$ cat src/rtl/tdm_pkg.sv
// Shared types and default geometry for the TDM slot scheduler.
package tdm_pkg;

  typedef enum logic {
    IDLE = 1'b0,
    RUN  = 1'b1
  } state_t;

  localparam int SLOT_W_DEF  = 3;
  localparam int PHASE_W_DEF = 2;

endpackage

$ cat src/rtl/tdm_frame_cnt.sv
// Phase/slot counter for one TDM frame; reports the last phase and last slot.
module tdm_frame_cnt
  import tdm_pkg::*;
#(
  parameter int SLOT_W  = SLOT_W_DEF,
  parameter int PHASE_W = PHASE_W_DEF
) (
  input  logic               clk,
  input  logic               rst,
  input  logic               run,
  input  logic               clear,
  output logic [SLOT_W-1:0]  slot_idx,
  output logic [PHASE_W-1:0] phase,
  output logic               phase_last,
  output logic               slot_last
);

  assign phase_last = &phase;
  assign slot_last  = &slot_idx;

  always_ff @(posedge clk or negedge rst) begin
    if (!rst) begin
      slot_idx <= '0;
      phase    <= '0;
    end else if (clear) begin
      slot_idx <= '0;
      phase    <= '0;
    end else if (run) begin
      phase <= phase + 1'b1;
      if (phase_last) slot_idx <= slot_idx + 1'b1;
    end
  end

endmodule

$ cat src/rtl/tdm_slot_sched.sv
// TDM slot scheduler: per-channel slot table with frame-aligned config commit.
// Define TDM_GUARD_EN to drop ch_active in the last phase of every slot.
module tdm_slot_sched
  import tdm_pkg::*;
#(
  parameter int SLOT_W  = SLOT_W_DEF,
  parameter int PHASE_W = PHASE_W_DEF,
  parameter int NUM_CH  = 4
) (
  input  logic                      clk,
  input  logic                      rst,
  input  logic                      en,
  input  logic                      one_shot,
  input  logic                      cfg_valid,
  output logic                      cfg_ready,
  input  logic [$clog2(NUM_CH)-1:0] cfg_ch,
  input  logic [SLOT_W-1:0]         cfg_slot,
  input  logic                      cfg_act,
  output logic [SLOT_W-1:0]         slot_idx,
  output logic [PHASE_W-1:0]        phase,
  output logic                      frame_start,
  output logic [NUM_CH-1:0]         ch_active,
  output logic                      done
);

  state_t                      state;
  logic                        running;
  logic                        phase_last;
  logic                        slot_last;
  logic                        frame_last;
  logic                        stop;
  logic                        cnt_clear;
  logic                        commit;
  logic                        window_ok;

  logic                        pend_v;
  logic [$clog2(NUM_CH)-1:0]   pend_ch;
  logic [SLOT_W-1:0]           pend_slot;
  logic                        pend_act;
  logic [SLOT_W-1:0]           slot_tab [NUM_CH];
  logic [NUM_CH-1:0]           act_tab;

  tdm_frame_cnt #(
    .SLOT_W  (SLOT_W),
    .PHASE_W (PHASE_W)
  ) u_cnt (
    .clk        (clk),
    .rst        (rst),
    .run        (running),
    .clear      (cnt_clear),
    .slot_idx   (slot_idx),
    .phase      (phase),
    .phase_last (phase_last),
    .slot_last  (slot_last)
  );

  assign running    = (state == RUN);
  assign frame_last = running && phase_last && slot_last;
  assign stop       = !en || (one_shot && frame_last);
  assign cnt_clear  = !running || stop;

  always_ff @(posedge clk or negedge rst) begin
    if (!rst) begin
      state <= IDLE;
    end else begin
      unique case (state)
        IDLE: if (en)   state <= RUN;
        RUN:  if (stop) state <= IDLE;
        default:        state <= IDLE;
      endcase
    end
  end

  // Commit on the edge that leaves the last cycle of a frame, so the new
  // table is already in place for slot 0 / phase 0 of the next frame.
  assign commit = pend_v && (!running || frame_last);

  always_ff @(posedge clk or negedge rst) begin
    if (!rst) begin
      cfg_ready <= 1'b1;
      pend_v    <= 1'b0;
      pend_ch   <= '0;
      pend_slot <= '0;
      pend_act  <= 1'b0;
      act_tab   <= '0;
      for (int unsigned c = 0; c < NUM_CH; c++) slot_tab[c] <= '0;
    end else if (commit) begin
      slot_tab[pend_ch] <= pend_slot;
      act_tab[pend_ch]  <= pend_act;
      pend_v            <= 1'b0;
      cfg_ready         <= 1'b1;
    end else if (cfg_valid && cfg_ready) begin
      pend_ch   <= cfg_ch;
      pend_slot <= cfg_slot;
      pend_act  <= cfg_act;
      pend_v    <= 1'b1;
      cfg_ready <= 1'b0;
    end
  end

`ifdef TDM_GUARD_EN
  assign window_ok = !phase_last;
`else
  assign window_ok = 1'b1;
`endif

  // Status decodes of registered state so done lands in the final frame cycle.
  assign frame_start = running && (slot_idx == '0) && (phase == '0);
  assign done        = one_shot && frame_last;

  always_comb begin
    ch_active = '0;
    for (int unsigned c = 0; c < NUM_CH; c++)
      ch_active[c] = running && act_tab[c] && (slot_tab[c] == slot_idx) && window_ok;
  end

endmodule

$ cat config.mk
export PLATFORM = sky130hd
export DESIGN_NAME = tdm_slot_sched
export DESIGN_NICKNAME = d
export VERILOG_FILES = /design/src/rtl/tdm_pkg.sv /design/src/rtl/tdm_frame_cnt.sv /design/src/rtl/tdm_slot_sched.sv
export SDC_FILE = /design/constraint.sdc
export NUM_CORES = 1
export LEC_CHECK = 0
export CAP_MARGIN = 5
export CORE_ASPECT_RATIO = 0.6
export CORE_MARGIN = 3
export CORE_UTILIZATION = 57
export DETAILED_ROUTE_END_ITERATION = 10
export GPL_TIMING_DRIVEN = 0
export PLACE_DENSITY = 0.84
export SLEW_MARGIN = 20
export SYNTH_ARGS = -nofsm -noshare
export SYNTH_HDL_FRONTEND = slang
export SYNTH_HIERARCHICAL = 1
export SYNTH_SLANG_ARGS = --single-unit
$ cat constraint.sdc
create_clock -name clk -period 5.13 [get_ports clk]
set_clock_uncertainty 0.2 [all_clocks]
set_input_delay 1.026 -clock clk [delete_from_list [all_inputs] [get_ports clk]]
set_output_delay 1.026 -clock clk [all_outputs]
set_load 0.01 [all_outputs]
* Yosys cells after proc, flatten, opt, wreduce, memory -nomap -nowiden
Cells that the tools add are included.
** Cells by class
- Add/subtract/negate cells :: 2
- Order comparisons :: 4
- Eq/ne operators :: 4
- Muxes and demuxes :: 18
- Bitwise gates (word level) :: 3
- Reduce and logical (&&, ||, !) cells :: 31
** Operators with widths (number)
- logical AND 1 bit :: 17
- bitwise mux 12 bit :: 1
- == test 3 bit :: 4
- two-way mux 3 bit :: 4
- two-way mux 1 bit :: 7
- demux 3 bit (select 2 bit) :: 1
- AND reduction 2 bit :: 3
- nonzero test 2 bit :: 3
- bitwise mux 4 bit :: 1
- two-way mux 2 bit :: 2
- adder 3 x 1 -> 3 bit, second input constant :: 1
- greater-or-equal comparator 3 bit, second input constant :: 1
- logical NOT 3 bit :: 1
- logical OR 1 bit :: 3
- less-than comparator 2 x 3 -> 1 bit, second input constant :: 1
- less-than comparator 3 x 1 -> 1 bit, second input constant :: 1
- inverter 2 -> 3 bit :: 1
- AND reduction 3 bit :: 1
- adder 2 x 1 -> 2 bit, second input constant :: 1
- demux 1 bit (select 2 bit) :: 1
- greater-or-equal comparator 2 x 1 -> 1 bit, second input constant :: 1
- logical NOT 1 bit :: 2
- logical NOT 2 bit :: 1
- inverter 1 bit :: 2
- case mux 1 bit (2 select lines) :: 1
** Word-level totals
- Register bits :: 30
- Input bits :: 11
- Output and inout port bits :: 12
- Word-level logic and storage cells :: 75

* Logic depth before layout (Yosys ltp)
Gate-level depths: netlist of run 1.
- Word-level depth :: 8
- Gate-level depth with buffers :: 6
- Mapped depth without buffers :: 6

* Hierarchy
The synthesis of run 1 kept the hierarchy.
** By module, submodules not included
- tdm_slot_sched :: times used 1, cells each 92, area each 1232.4 um^2, seq. area each 626.9 um^2
- tdm_frame_cnt :: times used 1, cells each 22, area each 262.8 um^2, seq. area each 125.1 um^2

* Least setup slack after synthesis of run 1
OpenSTA, ideal clock, no wires.
- Path kind :: register to output
- From :: register u_cnt.slot_idx[1]
- To :: output port frame_start
- Arrival :: 1387 ps
- Required time :: 3904 ps
- Slack :: 2517 ps
- Stages on the path, launching flop included :: 4
- Path buffers :: 1
- Cells stage by stage :: dfrtp_1 clkbuf_1 or4b_1 nor3_1
** Between the ends
- Longest elaborated chain between the ends :: 3
** RTL lines
- start: declaration :: line tdm_frame_cnt.sv:12 : output logic [SLOT_W-1:0] slot_idx,
- start signal: assignment :: line tdm_frame_cnt.sv:30 : if (phase_last) slot_idx <= slot_idx + 1'b1;
- logical NOT 3 bit :: line tdm_slot_sched.sv:108 : assign frame_start = running && (slot_idx == '0) && (phase == '0);
- logical AND 1 bit (2 in series) :: line tdm_slot_sched.sv:108
- end: declaration :: line tdm_slot_sched.sv:21 : output logic frame_start,
Every way passes these cells.

* Worst setup path in the final report of run 1
- From :: register u_cnt.slot_idx[0]
- To :: output port frame_start
The elaborated chain is that of the path after synthesis.

==> metrics.cfg, run 1 <==
[status]
status=finished, final reports clean

[sta]
fin_crit_sh_pct=66.6
finalWorstSetupSlack_ns=1.72
rsz0062_at_grt=no
setup-tns-final_ns=0
max_slew.worst_pin.slew_ns=0.659
report.final.setup_viol=0
final-hold-violation-count=0
report.final.slew_viol_count=0
timing.final.crit_period_ns=3.41
max_clock_freq_mhz=293
max_slew_margin_pct=56.1

[floorplan]
design.core.area_um2=2330
placementRows=13
starting_density_of_the_core_pct=64.3
chipHeight_um=45.7
floorplan.io_pins=23
design.die.area_um2=3290
die_w_um=72.1

[clock_network]
cts_made_buffers=5
clock_latency_ns=0.28
post-cts-setup-buffer-count=0
numClockSinks=30
cts_buffer_depth=2
tritoncts=yes
postCtsHoldBufs=0
clock_tree.root_cell=sky130_fd_sc_hd__clkbuf_8
clock_transition_at_the_register_clock_pins_on_the_worst_setup_and_hold_paths_after_cts_ns=0.06
cts-htree-levels=2
cts-resized-gates=0

[detailed_routing]
post_route_drc=0
dr_total_vias=953
detail_route.first_pass.iterations=4
dr.first_iter.drc_count=71
avgViaCountPerCell=5.48
routedWlPerCell_um=17.5
wirelength_um=3040
postRouteAntennaNets=0

[power_and_ir_drop]
peakVddDrop_mv=0.309
post-layout-total-power_uw=898
static-leakage-power_uw=0.000859
powerDensity_nw_per_um2=475

[critical_path]
timing.critical_path.from_type=flip-flop
ff2ff_path_depth=5
critical_path.startpoint=u_cnt/slot_idx[0]
critPathMaxFanout=5
crit_path_end_kind=output port
worst-setup-path-type=flip-flop to output port
crit-reg2reg-launch=u_cnt/slot_idx[0]
cp_data_required_time_ns=3.90
timing.critical_path.arrival_ns=2.19

[grt]
number_of_antenna_violations_at_the_first_check_in_global_routing=0
global_route.usage.total_pct=21.5
number_of_global_route_vias_before_repair=988
gr-total-overflow=0
pin_count_of_the_biggest_net_entering_global_routing=31
first_pass_grt_wire_length_um=4950

[yosys]
syn-cell-area_um2=1500
synth_register_bits=30
netlist-cell-type-count=31
syn-mean-instance-area_um2=13.1
synth_cells=114
synthDominantCellAreaShare_pct=48.5
seq_area_frac_synth_pct=50.3
yosysTopAreaCell=sky130_fd_sc_hd__dfrtp_1
synth_net_count=128
netlist_top_cells_area=sky130_fd_sc_hd__dfrtp_1, sky130_fd_sc_hd__mux2_2, sky130_fd_sc_hd__xor2_1
number_of_warnings_printed_during_yosys_synthesis=6

[placement]
port_buffers=22
pre_cts_ws_ns=1.72
detailed_placement_wirelength_estimate_um=2200
gp_congestion=0.764

[min_path]
worstHoldStart=act_tab[0]
holdPathStages=1
worstHoldPathType=flip-flop to flip-flop

[layout]
diodes=0
layout-area-overhead-vs-synth_pct=26.4
final_layout_size_suffix_gt1_share_pct=27.8
fillCellCount=143
final_core_utilization_pct=81.3
finish.net_count=157

[job]
drv.max_cap_violation_count=0

[registers in the layout, indices dropped and copies added, names as in the netlist]
| name | count |
|---|---|
| act_tab | 4 |
| cfg_ready | 1 |
| pend_act | 1 |
| pend_ch | 2 |
| pend_slot | 3 |
| pend_v | 1 |
| running | 1 |
| slot_tab | 12 |
| u_cnt/phase | 2 |
| u_cnt/slot_idx | 3 |
[cell type report]
type | count | area (um^2) | area share, %
Clock buffer | 6 | 82.6 | 4.37
Multi-Input combinational cell | 77 | 702 | 37.1
Clock inverter | 2 | 60.1 | 3.18
Timing Repair Buffer | 22 | 215 | 11.4
Tap cell | 30 | 37.5 | 1.99
Buffer | 5 | 33.8 | 1.79
Sequential cell | 30 | 752 | 39.8
Inverter | 2 | 7.51 | 0.397
[through the flow]
step	cells	hold slack, ns	area [um^2]
after global placement	166	0.284	1750
after CTS	174	0.309	1890
after detailed placement	166	0.294	1750
after floorplan	114	0.280	1500
final	174	0.310	1890
after global routing	174	0.348	1890
[per-layer routing]
metal | vias to the layer above | global-route usage (%) | part of all wire [%]
li1 | 457 | - | -
met1 | 464 | 28.6 | 46
met3 | 5 | 7.93 | 6.4
met5 | - | 0 | 0
met2 | 27 | 32.2 | 46
met4 | 0 | 8.99 | 1.2
[cell families (layout without fill, tap and decap cells)]
group                    Yosys count  count (layout)  share of synthesized area [%]
AO/OA/AOI/OAI                     11              11                           7.11
buffers and inverters              7              37                           2.76
XOR/XNOR                          13              13                           7.62
adder cells (fa/ha/maj)            3               3                           2.51
flip-flops                        30              30                           50.3
AND/OR/NAND/NOR                   27              27                           11.5
multiplexers                      23              23                           18.2
[worst max-delay path: stages (launching register included)]
cell	delay, ns
sky130_fd_sc_hd__dfrtp_1	0.42
sky130_fd_sc_hd__clkbuf_1	0.23
sky130_fd_sc_hd__or4b_1	0.55
sky130_fd_sc_hd__nor3_1	0.14
sky130_fd_sc_hd__clkdlybuf4s50_1	0.56
[synthesized netlist by cell type]
| master | number |
|---|---|
| sky130_fd_sc_hd__nand4_1 | 1 |
| sky130_fd_sc_hd__xor2_1 | 8 |
| sky130_fd_sc_hd__a21oi_1 | 3 |
| sky130_fd_sc_hd__nor3b_4 | 1 |
| sky130_fd_sc_hd__dfrtp_1 | 29 |
| sky130_fd_sc_hd__mux2_4 | 4 |
| sky130_fd_sc_hd__a21bo_1 | 3 |
| sky130_fd_sc_hd__ha_1 | 3 |
| sky130_fd_sc_hd__inv_1 | 2 |
| sky130_fd_sc_hd__buf_6 | 2 |
| sky130_fd_sc_hd__mux2i_1 | 1 |
| sky130_fd_sc_hd__clkbuf_1 | 2 |
| sky130_fd_sc_hd__o21ai_0 | 2 |
| sky130_fd_sc_hd__buf_1 | 1 |
| sky130_fd_sc_hd__mux2_1 | 1 |
| sky130_fd_sc_hd__nand2_2 | 1 |
| sky130_fd_sc_hd__a21boi_4 | 1 |
| sky130_fd_sc_hd__and4b_4 | 1 |
| sky130_fd_sc_hd__nor3_4 | 1 |
| sky130_fd_sc_hd__a21bo_4 | 1 |
| sky130_fd_sc_hd__dfstp_2 | 1 |
| sky130_fd_sc_hd__and2_1 | 1 |
| sky130_fd_sc_hd__xnor2_1 | 5 |
| sky130_fd_sc_hd__nor3_1 | 5 |
| sky130_fd_sc_hd__or4b_1 | 1 |
| sky130_fd_sc_hd__a21oi_4 | 1 |
| sky130_fd_sc_hd__nand2_1 | 4 |
| sky130_fd_sc_hd__mux2_2 | 17 |
| sky130_fd_sc_hd__nor2_1 | 3 |
| sky130_fd_sc_hd__nand3_1 | 7 |
| sky130_fd_sc_hd__nand3b_1 | 1 |
[worst paths after layout]
kind | to | slack [ns]
min in group asynchronous | u_cnt/slot_idx[2] | 0.57
worst max-delay path | frame_start | 1.72
worst min-delay path | act_tab[0] | 0.31
max in group asynchronous | slot_tab[1] | 3.73
worst min register to register | act_tab[0] | 0.31
worst max register to register | pend_slot[0] | 3.04
[cell usage in the layout, fill, tap and decap left out, types with 3 or more instances in the layout]
cell | synthesis | final
sky130_fd_sc_hd__a21bo_1 | 3 | 3
sky130_fd_sc_hd__a21oi_1 | 3 | 3
sky130_fd_sc_hd__clkbuf_8 | 0 | 6
sky130_fd_sc_hd__clkdlybuf4s50_1 | 0 | 21
sky130_fd_sc_hd__dfrtp_1 | 29 | 29
sky130_fd_sc_hd__ha_1 | 3 | 3
sky130_fd_sc_hd__mux2_2 | 17 | 17
sky130_fd_sc_hd__mux2_4 | 4 | 4
sky130_fd_sc_hd__nand2_1 | 4 | 4
sky130_fd_sc_hd__nand3_1 | 7 | 7
sky130_fd_sc_hd__nor2_1 | 3 | 3
sky130_fd_sc_hd__nor3_1 | 5 | 5
sky130_fd_sc_hd__xnor2_1 | 5 | 5
sky130_fd_sc_hd__xor2_1 | 8 | 8
[power breakdown]
| part | internal, uW | switching, uW | leakage [uW] |
|---|---|---|---|
| clock | 207 | 89.0 | 0.0000714 |
| combinational | 128 | 65.5 | 0.000406 |
| sequential | 323 | 85.7 | 0.000382 |
Note: power is estimated with default switching activity, not from simulation.
==> run 2: changes to the inputs <==
--- a/config.mk
+++ b/config.mk
@@ -8,10 +8,10 @@
 export CAP_MARGIN = 5
 export CORE_ASPECT_RATIO = 0.6
 export CORE_MARGIN = 3
-export CORE_UTILIZATION = 57
+export CORE_UTILIZATION = 52
 export DETAILED_ROUTE_END_ITERATION = 10
 export GPL_TIMING_DRIVEN = 0
-export PLACE_DENSITY = 0.84
+export PLACE_DENSITY = 0.77
 export SLEW_MARGIN = 20
 export SYNTH_ARGS = -nofsm -noshare
 export SYNTH_HDL_FRONTEND = slang
==> constraint.sdc (replaced) <==
create_clock -name clk -period 3.25 [get_ports clk]
set_clock_uncertainty 0.2 [all_clocks]
set_input_delay 0.65 -clock clk [delete_from_list [all_inputs] [get_ports clk]]
set_output_delay 0.65 -clock clk [all_outputs]
set_load 0.01 [all_outputs]
==> metrics.cfg, run 2 (synthesized netlist as in run 1, its figures left out) <==
[sta]
max_slew.worst_pin.slew_ns=0.671  ; was 0.659 ns
report.final.setup_viol=0  ; unchanged
final-hold-violation-count=0  ; unchanged
max_slew_margin_pct=55.3  ; was 56.1%
fin_crit_sh_pct=92.9
setup-tns-final_ns=0  ; unchanged
finalWorstSetupSlack_ns=0.231  ; was 1.72 ns
report.final.slew_viol_count=0  ; unchanged
max_clock_freq_mhz=331
timing.final.crit_period_ns=3.02
rsz0062_at_grt=no  ; unchanged

[critical_path]
critPathMaxFanout=5  ; unchanged
timing.critical_path.arrival_ns=2.17  ; was 2.19 ns
crit-reg2reg-launch=u_cnt/slot_idx[0]  ; unchanged
path_cells=clkbuf_1, or4b_1, nor3_1, clkdlybuf4s50_1  ; unchanged
ff2ff_setup_slack_ns=1.16  ; was 3.04 ns
ff2ff_path_depth=5  ; unchanged
reg2reg_to=pend_slot[1]  ; was pend_slot[0]
worst-setup-path-type=flip-flop to output port  ; unchanged
critPathMaxStageDelay_ns=0.56  ; about the same
crit_path_end_kind=output port  ; unchanged
crit_slowest_cell=sky130_fd_sc_hd__clkdlybuf4s50_1  ; unchanged
cp_data_required_time_ns=2.40  ; was 3.90 ns
timing.critical_path.from_type=flip-flop  ; unchanged

[detailed_routing]
wirelength_um=2850  ; was 3040 um
dr_total_vias=963  ; was 953
postRouteAntennaNets=0  ; unchanged
detail_route.first_pass.iterations=4  ; unchanged
avgViaCountPerCell=5.47  ; was 5.48
post_route_drc=0  ; unchanged
routedWlPerCell_um=16.2  ; was 17.5 um
dr.first_iter.drc_count=62  ; was 71

[grt]
number_of_global_route_vias_before_repair=966  ; was 988
first_pass_grt_wire_length_um=4820  ; was 4950 um
number_of_antenna_violations_at_the_first_check_in_global_routing=0  ; unchanged
gr-total-overflow=0  ; unchanged
global_route.usage.total_pct=19.4  ; was 21.5%
pin_count_of_the_biggest_net_entering_global_routing=31  ; unchanged

[clock_network]
clock_latency_ns=0.28  ; about the same
clock_transition_at_the_register_clock_pins_on_the_worst_setup_and_hold_paths_after_cts_ns=0.06  ; about the same
cts_buffer_depth=2  ; unchanged
cts-resized-gates=0  ; unchanged
postCtsHoldBufs=0  ; unchanged
tritoncts=yes  ; unchanged
clock_tree.root_cell=sky130_fd_sc_hd__clkbuf_8  ; unchanged
post-cts-setup-buffer-count=0  ; unchanged
cts-htree-levels=2  ; unchanged
numClockSinks=30  ; unchanged
cts_made_buffers=5  ; unchanged

[layout]
layout-area-overhead-vs-synth_pct=22.4  ; was 26.4%
diodes=0  ; unchanged
finish.net_count=157  ; unchanged
largest_registers=slot_tab x12, act_tab x4  ; unchanged
fillCellCount=204  ; was 143
max_flop_register=slot_tab  ; unchanged
layout.cells.most_common_list=sky130_fd_sc_hd__dfrtp_1, sky130_fd_sc_hd__clkdlybuf4s50_1, sky130_fd_sc_hd__mux2_2  ; unchanged
final_cell_count_no_fill=176  ; was 174
layout.cells.most_common=sky130_fd_sc_hd__dfrtp_1  ; unchanged
final_core_utilization_pct=69.7  ; was 81.3%
final_layout_size_suffix_gt1_share_pct=25.7  ; was 27.8%
largest_register_ff_count=12  ; unchanged

[placement]
detailed_placement_wirelength_estimate_um=2150  ; was 2200 um
port_buffers=22  ; unchanged
pre_cts_ws_ns=0.526  ; was 1.72 ns
gp_congestion=0.723  ; was 0.764
dp_cells=168  ; was 166

[power_and_ir_drop]
powerDensity_nw_per_um2=666  ; was 475 nW/um^2
post-layout-total-power_uw=1220  ; was 898 uW
static-leakage-power_uw=0.000828  ; was 0.000859 uW
peakVddDrop_mv=0.446  ; was 0.309 mV

[min_path]
worstHoldPathType=input pin to asynchronous set/reset pin  ; was flip-flop to flip-flop

[floorplan]
starting_density_of_the_core_pct=56.9  ; was 64.3%
design.core.area_um2=2630  ; was 2330 um^2
placementRows=14  ; was 13
design.die.area_um2=3580  ; was 3290 um^2
die_w_um=75.2  ; was 72.1 um
chipHeight_um=47.5  ; was 45.7 um
floorplan.io_pins=23  ; unchanged

[job]
drv.max_cap_violation_count=0  ; unchanged

[status]
status=finished, final reports clean  ; unchanged

==> run 2: cell count changes in the layout (fill, tap and decap cells not counted) <==
cell / before / now
sky130_fd_sc_hd__clkbuf_1: 2 / 5
sky130_fd_sc_hd__clkbuf_8: 6 / 5
sky130_fd_sc_hd__bufinv_16: 2 / 0
==> run 2: power breakdown <==
group | switching (uW) | internal (uW) | total [uW] | leakage [uW]
Clock | 129 | 152 | 281 | 0.0000395
Combinational | 97.7 | 202 | 300 | 0.000406
Sequential | 127 | 510 | 637 | 0.000382
Total | 355 | 864 | 1220 | 0.000828
==> run 2: per-layer routing <==
layer / up-vias / track usage [%] / share of wire [%]
li1: 458 / - / -
met1: 478 / 25.1 / 48
met5: - / 0 / 0
met2: 23 / 29.1 / 45
met4: 0 / 9.06 / 0.91
met3: 4 / 7.97 / 5.4
==> run 2: final cells by class <==
class,instances,area (um^2),area share [%]
flip-flops and latches,30,752,41.1
inverters,2,7.51,0.410
repair buffers,22,215,11.8
multi-input cells,77,702,38.3
plain buffers,5,33.8,1.85
clock buffers,8,80.1,4.37
well taps,32,40.0,2.19
==> run 2: worst max-delay path: cells and delay by family, from the launching register on <==
| family | cells | cell delay, ns |
|---|---|---|
| buf+inv | 2 | 0.79 |
| flops | 1 | 0.42 |
| simple gates | 2 | 0.68 |
==> run 2: how the worst max path moves through the flow <==
stage,from,to,slack (ns),depth (start not counted)
finish,u_cnt/slot_idx[0],frame_start,0.23,4
global route,u_cnt/slot_idx[0],frame_start,0.12,4
CTS,u_cnt/slot_idx[0],frame_start,0.21,4
detailed placement,u_cnt/slot_idx[0],frame_start,0.53,4
global placement,u_cnt/slot_idx[0],frame_start,0.53,4
floorplan,u_cnt/slot_idx[1],frame_start,1.01,3
==> run 2: per-stage QoR <==
step | cell area (um^2) | hold slack [ns]
after detailed placement | 1750 | 0.292
after global placement | 1760 | 0.284
after floorplan | 1500 | 0.154
after global routing | 1830 | 0.238
after CTS | 1830 | 0.221
final | 1830 | 0.207
